File: config.mk
export PLATFORM = sky130hd
export DESIGN_NAME = dino_game_engine
export DESIGN_NICKNAME = d
export VERILOG_FILES = /design/src/rtl/dino_game_engine.sv
export SDC_FILE = /design/constraint.sdc
export NUM_CORES = 1
export LEC_CHECK = 0
export BUFFER_PORTS_ARGS = -buffer_cell sky130_fd_sc_hd__buf_2
export CAP_MARGIN = 10
export CORE_UTILIZATION = 45
export CTS_CLUSTER_DIAMETER = 60
export DETAILED_ROUTE_END_ITERATION = 8
export GPL_TIMING_DRIVEN = 0
export PLACE_DENSITY = 0.66
export SETUP_SLACK_MARGIN = 0.2
export SYNTH_ARGS = -nofsm -noshare
export SYNTH_HDL_FRONTEND = slang
export SYNTH_SLANG_ARGS = --single-unit
export TNS_END_PERCENT = 20
File: constraint.sdc
create_clock -name clk -period 3.7 [get_ports clk]
set_input_delay 0.74 -clock clk [delete_from_list [all_inputs] [get_ports clk]]
set_output_delay 0.74 -clock clk [all_outputs]
set_load 0.1 [all_outputs]
File: src/rtl/dino_game_engine.sv
// Per-frame game logic for the dino runner: jump/duck physics, cactus scroll,
// collision and score, presented to the display bridge with a pos_valid strobe.
module dino_game_engine #(
  parameter int GROUND_Y    = 200,
  parameter int DINO_X      = 40,
  parameter int SPRITE      = 32,
  parameter int CAC_START_X = 240,
  parameter int CAC_SPEED   = 4,
  parameter int JUMP_V0     = 12,
  parameter int GRAVITY     = 1
) (
  input  logic        clk,
  input  logic        reset,
  input  logic        frame_tick,
  input  logic        btn_jump,
  input  logic        btn_duck,
  input  logic        restart,
  output logic [7:0]  dino_y,
  output logic [7:0]  cac_x,
  output logic [1:0]  pose,
  output logic [15:0] score,
  output logic        game_over,
  output logic        pos_valid
);

  typedef enum logic [1:0] {RUN = 2'd0, JUMP = 2'd1, DUCK = 2'd2, DEAD = 2'd3} state_t;

  localparam logic [7:0] GROUND_Y8 = 8'(GROUND_Y);
  localparam logic [7:0] CAC_START8 = 8'(CAC_START_X);
  localparam logic [7:0] CAC_SPEED8 = 8'(CAC_SPEED);
  localparam logic [7:0] JUMP_V08 = 8'(JUMP_V0);
  localparam logic [7:0] GRAVITY8 = 8'(GRAVITY);

  state_t             state_q, state_d;
  logic [7:0]         height_q, height_d;
  logic signed [7:0]  vel_q, vel_d;
  logic [7:0]         dino_y_q, dino_y_d;
  logic [7:0]         cac_x_q, cac_x_d;
  logic [15:0]        score_q, score_d;
  logic               game_over_q, game_over_d;
  logic               pos_valid_q, pos_valid_d;
  logic               chk_q, chk_d;
  logic signed [9:0]  h_sum;
  logic               hit;

  assign h_sum = $signed({2'b00, height_q}) + $signed({{2{vel_q[7]}}, vel_q});

  assign hit = (({1'b0, cac_x_q} + 9'(SPRITE)) > 9'(DINO_X)) &&
               ({1'b0, cac_x_q} < 9'(DINO_X + SPRITE)) &&
               (height_q < 8'(SPRITE));

  always_comb begin
    state_d     = state_q;
    height_d    = height_q;
    vel_d       = vel_q;
    dino_y_d    = dino_y_q;
    cac_x_d     = cac_x_q;
    score_d     = score_q;
    pos_valid_d = 1'b0;
    chk_d       = 1'b0;

    if (frame_tick) begin
      if (state_q == DEAD) begin
        if (restart) begin
          state_d     = RUN;
          height_d    = 8'd0;
          vel_d       = 8'sd0;
          dino_y_d    = GROUND_Y8;
          cac_x_d     = CAC_START8;
          score_d     = 16'd0;
          pos_valid_d = 1'b1;
        end
      end else begin
        pos_valid_d = 1'b1;
        chk_d       = 1'b1;
        case (state_q)
          RUN, DUCK: begin
            if (btn_jump) begin
              state_d  = JUMP;
              height_d = JUMP_V08;
              vel_d    = $signed(JUMP_V08 - GRAVITY8);
            end else if (btn_duck) begin
              state_d = DUCK;
            end else begin
              state_d = RUN;
            end
          end
          JUMP: begin
            if (h_sum <= 10'sd0) begin
              state_d  = RUN;
              height_d = 8'd0;
              vel_d    = 8'sd0;
            end else begin
              height_d = h_sum[7:0];
              vel_d    = $signed(vel_q - GRAVITY8);
            end
          end
          default: state_d = state_q;
        endcase

        if (cac_x_q < CAC_SPEED8) begin
          cac_x_d = CAC_START8;
          score_d = (score_q == 16'hFFFF) ? score_q : score_q + 16'd1;
        end else begin
          cac_x_d = cac_x_q - CAC_SPEED8;
        end
        dino_y_d = GROUND_Y8 - height_d;
      end
    end

    // A hit from the previous tick wins over any state change from a back-to-back tick.
    if (chk_q && hit && state_q != DEAD) begin
      state_d = DEAD;
    end

    game_over_d = (state_d == DEAD);
  end

  always_ff @(posedge clk or posedge reset) begin
    if (reset) begin
      state_q     <= RUN;
      height_q    <= 8'd0;
      vel_q       <= 8'sd0;
      dino_y_q    <= GROUND_Y8;
      cac_x_q     <= CAC_START8;
      score_q     <= 16'd0;
      game_over_q <= 1'b0;
      pos_valid_q <= 1'b0;
      chk_q       <= 1'b0;
    end else begin
      state_q     <= state_d;
      height_q    <= height_d;
      vel_q       <= vel_d;
      dino_y_q    <= dino_y_d;
      cac_x_q     <= cac_x_d;
      score_q     <= score_d;
      game_over_q <= game_over_d;
      pos_valid_q <= pos_valid_d;
      chk_q       <= chk_d;
    end
  end

  assign dino_y    = dino_y_q;
  assign cac_x     = cac_x_q;
  assign pose      = state_q;
  assign score     = score_q;
  assign game_over = game_over_q;
  assign pos_valid = pos_valid_q;

endmodule

## Yosys cells after proc, flatten, opt, wreduce, memory -nomap -nowiden

Cells that the tools add are included.

| cells by class | value |
|---|---|
| add/sub/neg operators | 6 |
| $lt $le $gt $ge | 5 |
| equality and inequality tests | 9 |
| muxes and demuxes | 33 |
| reductions and logical operators | 11 |

Operators with widths:

| kind | number |
|---|---|
| 2-to-1 mux 8 bit | 14 |
| 2-to-1 mux 16 bit | 4 |
| case mux 8 bit (2 select lines) | 2 |
| adder 16 x 1 -> 16 bit, second input constant | 1 |
| == test 16 bit, second input constant | 1 |
| 2-to-1 mux 2 bit | 7 |
| adder 9 x 8 -> 10 bit | 1 |
| less-or-equal comparator 10 x 1 -> 1 bit, second input constant | 1 |
| adder 8 x 6 -> 9 bit, second input constant | 1 |
| > comparator 9 x 6 -> 1 bit, second input constant | 1 |
| less-than comparator 8 x 3 -> 1 bit, second input constant | 1 |
| less-than comparator 8 x 6 -> 1 bit, second input constant | 1 |
| less-than comparator 8 x 7 -> 1 bit, second input constant | 1 |
| AND reduction 4 bit | 2 |
| subtractor 8 x 1 -> 8 bit, second input constant | 1 |
| subtractor 8 x 3 -> 8 bit, second input constant | 1 |
| subtractor 8 bit, first input constant | 1 |
| == test 2 bit, second input constant | 3 |
| inequality test 2 bit, second input constant | 3 |
| 2-to-1 mux 1 bit | 5 |
| logical AND 1 bit | 4 |
| case mux 2 bit (2 select lines) | 1 |
| inequality test 3 bit, second input constant | 1 |
| nonzero test 3 bit | 1 |
| other kinds (5) | 5 |

| storage, ports and cells | value |
|---|---|
| register bits after elaboration | 53 |
| input port bits | 6 |
| output and inout port bits | 36 |
| logic and storage cells | 73 |

## Logic depth before layout (Yosys ltp)

| depth | value |
|---|---|
| word-level depth | 8 |
| depth in mapped cells | 14 |
| gate-level depth less buffers | 13 |

## Worst setup path after synthesis

OpenSTA, ideal clock, no wires.

| timing path | value |
|---|---|
| kind | register to register |
| from | register height_q[0] |
| to | register dino_y_q[6], in the netlist dino_y[6] |
| library setup time | 0.084 ns |
| arrival time | 3.144 ns |
| data required time | 3.616 ns |
| slack | 0.472 ns |
| cell stages (with the launch flop) | 14 |
| path buffers | 0 |
| clock period less this slack | 3.228 ns |
| path through | dfrtp_1 ha_1 fa_1 a21oi_1 o211ai_1 a21o_1 a221o_1 o31a_4 a22oi_1 ha_1 nand3_1 o22ai_1 and4_1 nor3_2 |

| on the way | value |
|---|---|
| cells in the longest elaborated chain, start to end | 8 |
| elaborated cells between the ends (all ways) | 9 |
| those cells by class | add/sub (2); order compare (1); mux (6) |

Ends and longest elaborated chain:

| element | RTL line | text |
|---|---|---|
| from (decl) | 35 | `logic [7:0] height_q, height_d;` |
| from (signal assigned) | 132 | `height_q <= height_d;` |
| adder 9 x 8 -> 10 bit | 46 | `assign h_sum = $signed({2'b00, height_q}) + $signed({{2{vel_q[7]}}, vel_q});` |
| less-or-equal comparator 10 x 1 -> 1 bit | 89 | `if (h_sum <= 10'sd0) begin` |
| 2-to-1 mux 8 bit | 89 |  |
| case mux 8 bit (2 select lines) * | 76 | `case (state_q)` |
| 2-to-1 mux 8 bit * | 63 | `if (state_q == DEAD) begin` |
| 2-to-1 mux 8 bit * | 62 | `if (frame_tick) begin` |
| subtractor 8 bit * | 107 | `dino_y_d = GROUND_Y8 - height_d;` |
| 2-to-1 mux 8 bit * | 63 |  |
| to (signal assigned) | 134 | `dino_y_q <= dino_y_d;` |
| to (decl) | 37 | `logic [7:0] dino_y_q, dino_y_d;` |

Every way passes the cells marked *; elsewhere a longest branch is shown, timed or not. The select of a mux whose other input is x is not followed.
A chain may end at the register's enable or synchronous reset.

## Worst setup path after layout

| timing path | value |
|---|---|
| from | register height_q[0] |
| to | register dino_y_q[4], in the netlist dino_y[4] |

The elaborated chain is that of the path after synthesis.

==> Implementation_results.wiki <==
{| class="wikitable"
! Metric !! Value
|-
| Die Ht || 88.1 um
|-
| Crit path time final || 3370 ps
|-
| Most used flip-flop cell after synthesis || sky130_fd_sc_hd__dfrtp_1
|-
| Cell count after synthesis || 368
|-
| Initial antenna violation count || 0
|-
| Overall track demand over capacity in global routing || 21.6%
|-
| Number of flip-flops and latches in the synthesized netlist || 50
|-
| Final Hold Slack || 327 ps
|-
| Worst-margin pin slew || 668 ps
|-
| Post-synth EDFFs || 0
|-
| CTS Buf Count || 5
|-
| Maximum number of pins on one net before global-route repair || 44
|-
| Area Growth Syn to Fin || 18.8%
|-
| Required time of the worst setup path || 3890 ps
|-
| Detail-routed net length per standard cell || 15.4 um
|-
| CTS tree || yes
|-
| Root Buffer || sky130_fd_sc_hd__clkbuf_8
|-
| Fraction of the yosys area taken by sequential cells || 37.8%
|-
| CP Launch Type || flip-flop
|-
| Routed wire length || 8.15 mm
|-
| Clock insertion delay at the later pin of the skew report || 320 ps
|-
| Bufs and invs on worst path || 0
|-
| Clock edge transition at the registers on the reported setup and hold paths || 110 ps
|-
| Netlist area before placement || 3330 um2
|-
| Achievable frequency || 0.297 GHz
|-
| DRC violation total after the first TritonRoute iteration || 178
|-
| Worst rel slew slack || 54.9%
|-
| Total number of vias || 3,007
|-
| Congestion Overflow GR || 0
|-
| Highest cell delay on the worst timing path || 460 ps
|-
| Std-Cell Rows || 31
|-
| Maximum clock path buffer count || 2
|-
| Total count of max-transition violations in the final report || 0
|-
| DPL Wire Length || 5.91 mm
|-
| Outcome || finished clean
|-
| Highest fanout seen on the critical path || 4
|-
| RSZ-0062 raised after global routing || false
|-
| Routability cong. || 0.861
|-
| Number of violations of the max-capacitance limit || 0
|-
| Type of element capturing the critical path || flip-flop
|-
| Post-synth ARST share || 100%
|-
| Antenna Violating Nets Remaining || 0
|-
| Detailed-router iteration count before antenna repair || 4
|-
| Summed negative setup slack over all endpoints || 0 ps
|-
| Core area || 7210 um2
|-
| Count of endpoints failing setup in the final report || 0
|-
| GR Layer Usage met2 || 35.1%
|-
| Number of global-route vias before repair || 2,703
|-
| Path class of the lowest-slack min-delay path || primary input to async pin
|-
| Count of pins on the block boundary || 42
|-
| Die Width || 88.1 um
|-
| Final Cycle Share || 91.1%
|-
| Count of input and output buffers || 38
|-
| Starting density of the core || 46.2%
|-
| Number of antenna repair diodes || 0
|-
| Worst clock skew || 15.6 ps
|-
| Detail-routed via count per cell || 5.70
|-
| Post-Syn Area per Cell || 9.06 um2
|-
| Most frequent cells in the layout || 42 x sky130_fd_sc_hd__buf_2, 42 x sky130_fd_sc_hd__dfrtp_1, 36 x sky130_fd_sc_hd__nand2_1
|-
| YS warnings || 0
|-
| Unique cell type count in the Yosys netlist || 73
|-
| Kind of cell adding the most delay to the critical path || compound AO/OA/AOI/OAI gates
|-
| Layout cells sized above 1 || 25.9%
|-
| Fin. Hold Viols || 0
|-
| CTS H-tree depth || 2
|-
| Final-stage net count || 452
|-
| Met3 layer usage reported by global route || 3.39%
|-
| Sinks on the clock net || 50
|-
| GRT Max-Usage Layer || met2
|-
| Series of cell instances along the critical path || ha_4, fa_2, a21oi_4, o211ai_1, a21o_1, a221o_1, o31a_4, a22oi_2, ha_2, nand3_2, o22ai_2, xor2_1, o21ai_1
|-
| Global-route wire length before repair || 13.2 mm
|-
| DRC Markers || 0
|-
| DIE AREA || 7760 um2
|-
| Crit Path Category || flip-flop to flip-flop
|-
| Global-route met1 utilization || 30.6%
|-
| WP data arrival || 3560 ps
|-
| Critical Path Slowest Stage Cell || sky130_fd_sc_hd__dfrtp_2
|}
==> flip-flops by register name (all words and copies together), names as in the netlist <==
signal     cells
score         16
height_q       8
dino_y         7
cac_x          6
pos_valid      1
chk_q          1
pose           2
game_over      1
vel_q          8
==> kinds of logic after synthesis <==
| group | count (synthesis) | share of synthesized area (%) |
|---|---|---|
| compound gates | 115 | 25.1 |
| xor+xnor | 16 | 4.20 |
| fa+ha+maj | 18 | 6.98 |
| buf+inv | 36 | 4.88 |
| flops | 50 | 37.8 |
| mux | 2 | 0.638 |
| other cells | 1 | 0.112 |
| simple gates | 130 | 20.3 |
==> worst register-to-register path, stage by stage (launching register included) <==
cell and delay (ps):
sky130_fd_sc_hd__dfrtp_2 460, sky130_fd_sc_hd__ha_4 180, sky130_fd_sc_hd__fa_2 390, sky130_fd_sc_hd__a21oi_4 160, sky130_fd_sc_hd__o211ai_1 140, sky130_fd_sc_hd__a21o_1 200
sky130_fd_sc_hd__a221o_1 400, sky130_fd_sc_hd__o31a_4 360, sky130_fd_sc_hd__a22oi_2 190, sky130_fd_sc_hd__ha_2 220, sky130_fd_sc_hd__nand3_2 70, sky130_fd_sc_hd__o22ai_2 240
sky130_fd_sc_hd__xor2_1 170, sky130_fd_sc_hd__o21ai_1 70
==> cells in the mapped netlist, types with 2 or more instances <==
master | number | area share (%)
sky130_fd_sc_hd__clkbuf_1 | 5 | 0.56
sky130_fd_sc_hd__nand2_1 | 36 | 4.1
sky130_fd_sc_hd__buf_2 | 4 | 0.60
sky130_fd_sc_hd__nand2b_1 | 4 | 0.75
sky130_fd_sc_hd__and3_1 | 2 | 0.38
sky130_fd_sc_hd__xor2_1 | 7 | 1.8
sky130_fd_sc_hd__dfstp_2 | 7 | 5.5
sky130_fd_sc_hd__o21bai_1 | 2 | 0.45
sky130_fd_sc_hd__xnor2_1 | 9 | 2.4
sky130_fd_sc_hd__nand4_1 | 5 | 0.94
sky130_fd_sc_hd__nor4_1 | 4 | 0.75
sky130_fd_sc_hd__nand2_2 | 2 | 0.38
sky130_fd_sc_hd__a211o_1 | 3 | 0.79
sky130_fd_sc_hd__a32o_1 | 3 | 0.90
sky130_fd_sc_hd__or3_1 | 12 | 2.3
sky130_fd_sc_hd__a221o_1 | 2 | 0.60
sky130_fd_sc_hd__buf_4 | 4 | 0.90
sky130_fd_sc_hd__and4_1 | 4 | 1.1
sky130_fd_sc_hd__o22ai_1 | 2 | 0.38
sky130_fd_sc_hd__o31ai_1 | 4 | 0.90
sky130_fd_sc_hd__a211oi_1 | 3 | 0.68
sky130_fd_sc_hd__dfrtp_1 | 43 | 32
sky130_fd_sc_hd__inv_1 | 21 | 2.4
sky130_fd_sc_hd__a22o_1 | 8 | 2.1
sky130_fd_sc_hd__and2_1 | 2 | 0.38
sky130_fd_sc_hd__o21ai_1 | 16 | 2.4
sky130_fd_sc_hd__a22oi_1 | 2 | 0.45
sky130_fd_sc_hd__nor3_1 | 8 | 1.2
sky130_fd_sc_hd__o21a_1 | 3 | 0.68
sky130_fd_sc_hd__a21o_1 | 8 | 1.8
sky130_fd_sc_hd__or2_2 | 4 | 0.75
sky130_fd_sc_hd__or4_4 | 2 | 0.68
sky130_fd_sc_hd__a21oi_1 | 26 | 3.9
sky130_fd_sc_hd__ha_1 | 17 | 6.4
sky130_fd_sc_hd__nor2_1 | 21 | 2.4
sky130_fd_sc_hd__nand3_1 | 14 | 2.1
sky130_fd_sc_hd__nor3_2 | 2 | 0.60
sky130_fd_sc_hd__o21ai_0 | 11 | 1.7
sky130_fd_sc_hd__nand3b_1 | 2 | 0.45
==> metal layers <==
layer / vias to the layer above / wire length [um]
met5: - / 0
met4: 0 / 83
met3: 8 / 338
met2: 67 / 3880
met1: 1459 / 3850
li1: 1473 / -
==> layout make-up <==
class,instances,area (um2)
plain buffers,14,80.1
clock buffers,6,82.6
clock inverters,2,38.8
fillers,673,3250
inverters,22,82.6
multi-input cells,283,1980
flip-flops and latches,50,1260
well taps,99,124
repair buffers,52,308
==> final timing paths <==
check	cells past startpoint	from	slack (ps)	endpoint
max	13	height_q[0]$_DFFE_PP0P_	330	dino_y[4]$_DFFE_PP0P_
min	2	reset	330	height_q[7]$_DFFE_PP0P_
max reg2reg	13	height_q[0]$_DFFE_PP0P_	330	dino_y[4]$_DFFE_PP0P_
min reg2reg	2	dino_y[2]$_DFFE_PP0P_	490	dino_y[2]$_DFFE_PP0P_
max in group asynchronous	3	reset	2830	dino_y[6]$_DFFE_PP1P_
min in group clk	2	dino_y[2]$_DFFE_PP0P_	490	dino_y[2]$_DFFE_PP0P_
==> per-stage QoR <==
step                      setup WS [ps]  utilization (%)  cell area (um2)  std cells
after floorplan                     472                -             3340        369
after global placement             77.4             50.6             3650        506
after detailed placement           47.1             50.9             3670        507
after CTS                           201             52.7             3800        515
after global routing                179             54.9             3960        528
final                               331             54.9             3960        528
==> what timing repair did <==
action                                  in CTS  in global routing
resized for setup                            2                 12
buffers inserted                             0                 13
endpoints found under the setup margin       2                  2
pin swaps                                    0                  8
hold buffers                                 0                  0
Power is not shown: default switching activity piles up to over one toggle a cycle in this logic, so the estimate is an artifact.
